**config.mk**
```make
export PLATFORM = sky130hd
export DESIGN_NAME = shift_register_ctrl
export DESIGN_NICKNAME = d
export VERILOG_FILES = /design/src/rtl/shift_register_ctrl_pkg.sv /design/src/rtl/shift_register_ctrl_pace.sv /design/src/rtl/shift_register_ctrl.sv
export SDC_FILE = /design/constraint.sdc
export NUM_CORES = 1
export LEC_CHECK = 0
export CORE_AREA = 10 10 48 50
export CTS_CLUSTER_DIAMETER = 80
export CTS_CLUSTER_SIZE = 40
export DETAILED_ROUTE_END_ITERATION = 8
export DIE_AREA = 0 0 58 60
export DONT_BUFFER_PORTS = 1
export PLACE_DENSITY = 0.69
export REMOVE_ABC_BUFFERS = 1
export SLEW_MARGIN = 20
export SYNTH_ARGS = -nofsm -noshare
export SYNTH_HDL_FRONTEND = slang
export SYNTH_HIERARCHICAL = 1
export SYNTH_SLANG_ARGS = --single-unit
```
**constraint.sdc**
```tcl
create_clock -name clk -period 1.7 [get_ports clk]
set_input_delay 0.425 -clock clk [delete_from_list [all_inputs] [get_ports clk]]
set_output_delay 0.425 -clock clk [all_outputs]
set_load 0.02 [all_outputs]
```
**src/rtl/shift_register_ctrl_pkg.sv**
```systemverilog
// Shared types and constants for the shift_register frame sequencer.
package shift_register_ctrl_pkg;

    typedef enum logic [1:0] {
        IDLE  = 2'd0,
        LOAD  = 2'd1,
        SHIFT = 2'd2,
        DONE  = 2'd3
    } ctrl_state_e;

    // Direction encoding seen by shift_register.direction
    localparam logic DIR_TOWARD_MSB = 1'b1;
    localparam logic DIR_TOWARD_LSB = 1'b0;

    // Divider counter width; a single bit is kept even when DIV=1
    function automatic int div_cnt_width(input int div);
        return (div > 1) ? $clog2(div) : 1;
    endfunction

endpackage

```
**src/rtl/shift_register_ctrl_pace.sv**
```systemverilog
// shift_pace_divider: paces shift steps, one step every DIV enabled cycles.
// The counter restarts from 0 on clr so every frame starts with a full period.
module shift_pace_divider
    import shift_register_ctrl_pkg::*;
#(
    parameter int DIV = 1
) (
    input  logic clk,
    input  logic rst,
    input  logic clr,
    input  logic en,
    output logic step
);

    localparam int DW = div_cnt_width(DIV);
    localparam logic [DW-1:0] LAST = DW'(DIV - 1);

    logic [DW-1:0] div_cnt;

    assign step = en && (div_cnt == LAST);

    // Count 0..DIV-1 while enabled, wrapping on each step
    always_ff @(posedge clk) begin
        if (rst || clr) begin
            div_cnt <= '0;
        end else if (en) begin
            if (div_cnt == LAST) begin
                div_cnt <= '0;
            end else begin
                div_cnt <= div_cnt + 1'b1;
            end
        end
    end

endmodule

```
**src/rtl/shift_register_ctrl.sv**
```systemverilog
// shift_register_ctrl: loads a word into a shift_register, shifts WIDTH bits
// at the divided pace, then pulses done (or aborted).
// Optional build macro SHIFT_REGISTER_CTRL_CAPTURE_EN adds rx_data, the
// register contents captured at the end of every completed frame.
//
// state | meaning
// IDLE  | waiting for a frame, start_ready high
// LOAD  | one cycle, parallel load into the shift register
// SHIFT | stepping, sr_en on every divider step
// DONE  | one cycle, done pulse, register holds the final word
module shift_register_ctrl
    import shift_register_ctrl_pkg::*;
#(
    parameter int WIDTH = 8,
    parameter int DIV   = 1
) (
    input  logic                         clk,
    input  logic                         rst,
    input  logic                         start_valid,
    output logic                         start_ready,
    input  logic [WIDTH-1:0]             start_data,
    input  logic                         start_dir,
    input  logic                         abort,
    output logic                         sr_load,
    output logic                         sr_en,
    output logic                         sr_direction,
    output logic [WIDTH-1:0]             sr_parallel_in,
    input  logic [WIDTH-1:0]             sr_parallel_out,
    output logic                         busy,
    output logic [$clog2(WIDTH+1)-1:0]   bit_cnt,
    output logic                         done,
    output logic                         aborted
`ifdef SHIFT_REGISTER_CTRL_CAPTURE_EN
    ,
    output logic [WIDTH-1:0]             rx_data
`endif
);

    localparam int CW = $clog2(WIDTH + 1);

    ctrl_state_e state, state_next;
    logic        step;
    logic        div_clr;
    logic        last_step;
    logic        abort_act;
    logic        aborted_q;

    // abort is only meaningful inside a frame; in DONE the done pulse wins
    assign abort_act = abort && (state == LOAD || state == SHIFT);
    assign div_clr   = (state == LOAD) || (abort && state != IDLE);
    assign last_step = step && (bit_cnt == CW'(WIDTH - 1));

    shift_pace_divider #(.DIV(DIV)) u_pace (
        .clk  (clk),
        .rst  (rst),
        .clr  (div_clr),
        .en   (state == SHIFT),
        .step (step)
    );

    // State register
    always_ff @(posedge clk) begin
        if (rst) begin
            state <= IDLE;
        end else begin
            state <= state_next;
        end
    end

    // Next-state decode
    always_comb begin
        state_next = state;
        case (state)
            IDLE:  if (start_valid) state_next = LOAD;
            LOAD:  state_next = abort ? IDLE : SHIFT;
            SHIFT: begin
                if (abort) begin
                    state_next = IDLE;
                end else if (last_step) begin
                    state_next = DONE;
                end
            end
            DONE:  state_next = IDLE;
            default: state_next = IDLE;
        endcase
    end

    // Latch the frame word and direction on handshake; held until next start
    always_ff @(posedge clk) begin
        if (rst) begin
            sr_parallel_in <= '0;
            sr_direction   <= 1'b0;
        end else if (state == IDLE && start_valid) begin
            sr_parallel_in <= start_data;
            sr_direction   <= start_dir;
        end
    end

    // Completed-shift counter, saturating at WIDTH, frozen by abort
    always_ff @(posedge clk) begin
        if (rst) begin
            bit_cnt <= '0;
        end else if (state == LOAD) begin
            bit_cnt <= '0;
        end else if (state == SHIFT && step && !abort && bit_cnt < CW'(WIDTH)) begin
            bit_cnt <= bit_cnt + 1'b1;
        end
    end

    // One-cycle aborted pulse, visible once the FSM is back in IDLE
    always_ff @(posedge clk) begin
        if (rst) begin
            aborted_q <= 1'b0;
        end else begin
            aborted_q <= abort_act;
        end
    end

    assign start_ready = (state == IDLE);
    assign busy        = (state != IDLE);
    assign sr_load     = (state == LOAD);
    assign sr_en       = (state == LOAD) || (state == SHIFT && step);
    assign done        = (state == DONE);
    assign aborted     = aborted_q;

`ifdef SHIFT_REGISTER_CTRL_CAPTURE_EN
    // Capture the received word at the end of each completed frame
    always_ff @(posedge clk) begin
        if (rst) begin
            rx_data <= '0;
        end else if (state == DONE) begin
            rx_data <= sr_parallel_out;
        end
    end
`else
    logic sr_parallel_out_unused;
    assign sr_parallel_out_unused = ^sr_parallel_out;
`endif

endmodule
```
==> flow_summary.json, run 1 <==
{
  "status": "completed",
  "cap_viol_max_count": 0,
  "period_share_pct": 95.1,
  "grt_pass1_wl_mm": 2.61,
  "drt_iter0_markers": 8,
  "setup_violations": 0,
  "wl_mm": 1.66,
  "final_util_pct": 57.1,
  "netlist_area_um2": 746,
  "p_int_uw": 528,
  "ioPinCount": 40,
  "synth.avg_cell_area_um2": 9.21,
  "drc_errors": 0,
  "finalHoldViolCount": 0,
  "ant_nets": 0,
  "worst_pin_slew_ps": 326,
  "gr-total-overflow": 0,
  "power_density_mw_per_mm2": 904,
  "hpwl_mm": 1.29,
  "p_seq_share_pct": 58.1,
  "area_delta_synth_final_pct": 10.1,
  "p_clk_share_pct": 25.0,
  "wl_per_cell_um": 16.5,
  "worstPathArrival_ps": 1190,
  "path_clk_slew_ps": 90,
  "cts_setup_buffers": 0,
  "tritoncts": "yes",
  "clkLatencyLatePin_ps": 270,
  "portBuffers": 0,
  "netlist_instances": 81,
  "htreeDepth": 1,
  "fin_area_um2": 821,
  "pwr-share-comb_pct": 16.9,
  "min_from": "rst",
  "worstHoldPathCells": 1,
  "vdd_drop_max_mv": 0.427,
  "slew_violations": 0,
  "drive_gt1_share_pct": 20.0,
  "rr_worst_depth": 5,
  "clock.fmax_mhz": 618,
  "period_needed_ps": 1620,
  "row_count": 14,
  "end_kind": "output port",
  "clock_path_buffers": 2,
  "fin_skew_ps": 4.12,
  "antenna_found_initial": 0,
  "cts-root-buf": "clkbuf_4",
  "dieWidth_um": 58,
  "core_area_mm2": 0.00144,
  "die_h_um": 60,
  "final_nets": 114,
  "grtUsageTotal_pct": 9.40,
  "first_pass_iters": 4,
  "fin_cells": 101,
  "power.switching_uw": 214,
  "r2r_start": "state[0]$_SDFFE_PP0P_",
  "critPathKind": "reg2out",
  "cts.sinks": 16,
  "timing.critical_path.fanout_max": 7,
  "crit_start": "state[0]$_SDFFE_PP0P_",
  "reg2reg_slack_ps": 250,
  "num_vias": 591,
  "cts-buffers-inserted": 3,
  "start_util_pct": 51.9,
  "place.gp.congestion": 0.690,
  "worstPathRequired_ps": 1270,
  "switching_share_pct": 28.8,
  "dieArea_mm2": 0.00348,
  "drt-vias-per-instance": 5.85,
  "hold_ws_ps": 211,
  "cp-start-kind": "flop",
  "grt_max_degree": 17,
  "maxSlewHeadroom_pct": 78.2,
  "leakagePower_uw": 0.000326,
  "dpl_cell_area_um2": 783,
  "synth_warnings": 6,
  "dp_cells": 98,
  "grt_pass1_vias": 559,
  "fillers": 143,
  "n_antenna_cell": 0,
  "hold_class": "in2reg"
}
[routing by layer]
layer  track usage, %  vias up  part of all wire, %
met1             9.83      279                   37
met5                0        -                    0
met3             5.08        2                   12
met2             15.3       15                   51
li1                 -      295                    -
met4             4.03        0                 0.54
[critical path, stage by stage, from the launching register on]
cell and delay [ps]:
dfxtp_2 360, inv_1 80, ha_2 230, a21o_4 250
[power by group through the flow]
stage,Clock (uW),Sequential (uW),Combinational (uW)
2_1_floorplan,0,435,89.8
3_5_place_dp,0,440,120
4_1_cts,195,432,122
3_3_place_gp,0,439,118
5_1_grt,210,435,137
6_report,185,431,125
[what timing repair did]
item                                    CTS  global route
pin swaps                                 1             0
hold buffers                              0             0
endpoints found under the setup margin    1             1
hold endpoints to repair                  0             0
gates resized for setup                   2             3
[state kept, by name (all words and copies together) (netlist names)]
| register | flops |
|---|---|
| aborted | 1 |
| bit_cnt | 4 |
| sr_direction | 1 |
| sr_parallel_in | 8 |
| state | 2 |
[final timing paths]
path / end
worst max-delay path: sr_en
worst min-delay path: sr_parallel_in[7]$_SDFFE_PP0P_
worst min register to register: state[1]$_SDFFE_PP0P_
worst max register to register: state[0]$_SDFFE_PP0P_
[through the flow]
| stage | total power [uW] | TNS, ps | setup slack, ps |
|---|---|---|---|
| after global routing | 782 | -0.201 | -0.201 |
| after detailed placement | 560 | 0 | 146 |
| final | 742 | 0 | 82.9 |
| after CTS | 749 | 0 | 8.28 |
| after global placement | 557 | 0 | 157 |
| after floorplan | 525 | 0 | 172 |
[placed cells by master, fill, tap and decap left out]
master / count
a21o_4: 1
buf_4: 5
nor2b_1: 1
and4bb_4: 1
nor3_1: 5
ha_2: 2
and3_2: 1
a41oi_1: 1
a31o_1: 1
and2b_2: 1
a2111oi_4: 1
nand4b_1: 1
or3_1: 1
o21ai_0: 1
a21oi_1: 10
nand2_1: 11
o211a_1: 1
mux2i_1: 2
clkbuf_4: 3
ha_1: 4
dfxtp_1: 14
xnor2_1: 1
nand3_1: 9
dfxtp_2: 2
inv_1: 5
[cell type report]
| cell class | instances | area (um^2) | area share, % |
|---|---|---|---|
| repair buffers | 5 | 37.5 | 4.57 |
| multi-input cells | 56 | 399 | 48.6 |
| flip-flops and latches | 16 | 323 | 39.3 |
| inverters | 5 | 18.8 | 2.29 |
| well taps | 16 | 20.0 | 2.44 |
| clock buffers | 3 | 22.5 | 2.74 |
No activity file was read; power rests on OpenSTA's default activity.
==> inputs of run 2 (changes only) <==
PLACE_DENSITY = 0.77   (was 0.69)
REMOVE_ABC_BUFFERS = unset   (was 1)
==> run 2 against run 1 <==
- clock-buffer cell count increased by 1
- flip-flop and latch count unchanged
- via count decreased by 3.4%
- largest power group unchanged
- critical path depth unchanged
- clock power increased by 35%
- sequential power about the same
- design area increased by 2.0%
- wire length increased by 4.6%
- critical endpoint unchanged
- critical path type unchanged
- power increased by 8.6%
- largest cell class unchanged
- clock skew increased by 1.9 ps
==> flow_summary.json, run 2 (synthesized netlist as in run 1, its figures left out) <==
{
  "grtUsageTotal_pct": 9.38,
  "period_needed_ps": 1630,
  "pwr-share-comb_pct": 15.3,
  "fin_skew_ps": 6.06,
  "n_antenna_cell": 0,
  "path_clk_slew_ps": 100,
  "worstPathRequired_ps": 1270,
  "clock.fmax_mhz": 612,
  "setup_violations": 0,
  "start_util_pct": 51.9,
  "p_seq_share_pct": 53.7,
  "gr-total-overflow": 0,
  "final_nets": 114,
  "dpl_cell_area_um2": 783,
  "dieWidth_um": 58,
  "leakagePower_uw": 0.000337,
  "dieArea_mm2": 0.00348,
  "hpwl_mm": 1.35,
  "rr_worst_depth": 6,
  "status": "completed",
  "grt_max_degree": 17,
  "period_share_pct": 96.1,
  "wl_per_cell_um": 17.0,
  "clkLatencyLatePin_ps": 280,
  "num_vias": 571,
  "end_kind": "output port",
  "core_area_mm2": 0.00144,
  "cts_setup_buffers": 0,
  "p_clk_share_pct": 31.0,
  "ioPinCount": 40,
  "reg.largest.list": "sr_parallel_in x8, bit_cnt x4, state x2",
  "crit_start": "state[1]$_SDFFE_PP0P_",
  "multi_input_area_um2": 402,
  "antenna_found_initial": 0,
  "largest_reg_flops": 8,
  "place.gp.congestion": 0.747,
  "hold-path-endpoint": "sr_parallel_in[2]$_SDFFE_PP0P_",
  "timing.critical_path.fanout_max": 4,
  "crit_chain": "inv_1 > ha_2 > a21o_1",
  "grt_pass1_wl_mm": 2.61,
  "vdd_drop_max_mv": 0.541,
  "top_register": "sr_parallel_in",
  "tritoncts": "yes",
  "cts.sinks": 16,
  "finalHoldViolCount": 0,
  "drt-vias-per-instance": 5.60,
  "ant_nets": 0,
  "switching_share_pct": 28.8,
  "cts-buffers-inserted": 3,
  "worstPathArrival_ps": 1210,
  "drt_iter0_markers": 11,
  "cp_slowest_cell": "dfxtp_2",
  "grt_pass1_vias": 596,
  "r2r-end": "sr_parallel_in[0]$_SDFFE_PP0P_",
  "power_density_mw_per_mm2": 962,
  "cts_hold_buf": 0,
  "finalWorstSetupSlack_ps": 66.8,
  "cts-root-buf": "clkbuf_4",
  "syn_nets": 108,
  "final_cell_mix": "14 x dfxtp_1, 11 x nand2_1, 10 x a21oi_1",
  "worstHoldPathCells": 1,
  "min_from": "rst",
  "regArea_um2": 323,
  "power.switching_uw": 232,
  "cp-start-kind": "flop",
  "r2r_start": "state[0]$_SDFFE_PP0P_",
  "first_pass_iters": 4,
  "die_h_um": 60,
  "maxSlewHeadroom_pct": 77.7,
  "row_count": 14,
  "place_ws_ps": 128,
  "fillers": 136,
  "hold_ws_ps": 195,
  "final_common_cell": "dfxtp_1",
  "portBuffers": 0,
  "hold_class": "in2reg",
  "p_int_uw": 574,
  "drive_gt1_share_pct": 19.8,
  "htreeDepth": 1,
  "worst_pin_slew_ps": 333,
  "fin_area_um2": 837,
  "rsz0062_at_grt": "yes",
  "slew_violations": 0,
  "wl_mm": 1.74,
  "critPathKind": "reg2out",
  "area_delta_synth_final_pct": 12.2,
  "clock_path_buffers": 2,
  "cpPeakStageDelay_ps": 360,
  "cap_viol_max_count": 0,
  "drc_errors": 0,
  "reg2reg_slack_ps": 230
}
==> run 2: power by group through the flow <==
stage / logic [uW] / registers [uW] / clock network, uW
after floorplan: 97.9 / 435 / 0
after global placement: 118 / 440 / 0
after detailed placement: 121 / 441 / 0
after CTS: 122 / 433 / 259
after global routing: 137 / 436 / 276
final: 124 / 432 / 250
==> run 2: through the flow <==
stage / power (uW) / util, % / TNS, ps / instances
after floorplan: 533 / - / 0 / 81
after global placement: 558 / 54.5 / 0 / 98
after detailed placement: 561 / 54.5 / 0 / 98
after CTS: 814 / 57.5 / 0 / 102
after global routing: 849 / 58.3 / -16.0 / 102
final: 806 / 58.3 / 0 / 102
==> run 2: worst max path at each step <==
| stage | endpoint | slack, ps | cells past startpoint |
|---|---|---|---|
| 2_1_floorplan | busy | 100 | 4 |
| 3_3_place_gp | state[0]$_SDFFE_PP0P_ | 180 | 5 |
| 3_5_place_dp | state[0]$_SDFFE_PP0P_ | 130 | 5 |
| 4_1_cts | sr_en | 30 | 3 |
| 5_1_grt | busy | -10 | 3 |
| 6_report | sr_en | 70 | 3 |
==> run 2: routing by layer <==
metal / vias to the layer above / GRT usage [%] / routed length (um)
met3: 0 / 6.99 / 226
li1: 292 / - / -
met1: 260 / 8.70 / 675
met4: 0 / 3.02 / 0
met5: - / 0 / 0
met2: 19 / 15.8 / 838
==> run 2: worst max-delay path: cells and delay by family, from the launching register on <==
| family | cells | cell delay [ps] |
|---|---|---|
| compound gates | 1 | 210 |
| flops | 1 | 360 |
| buf+inv | 1 | 100 |
| fa+ha+maj | 1 | 270 |
==> run 2: what timing repair did <==
action | 4_1_cts | 5_1_grt
setup endpoints to repair | 1 | 1
gates cloned | 0 | 0
gates resized for setup | 3 | 2
pin swaps | 1 | 1
==> run 2: cell type report <==
type / count / area share [%]
Timing Repair Buffer: 5 / 4.48
Inverter: 5 / 2.24
Sequential cell: 16 / 38.6
Multi-Input combinational cell: 56 / 48.0
Clock buffer: 4 / 4.33
Tap cell: 16 / 2.39
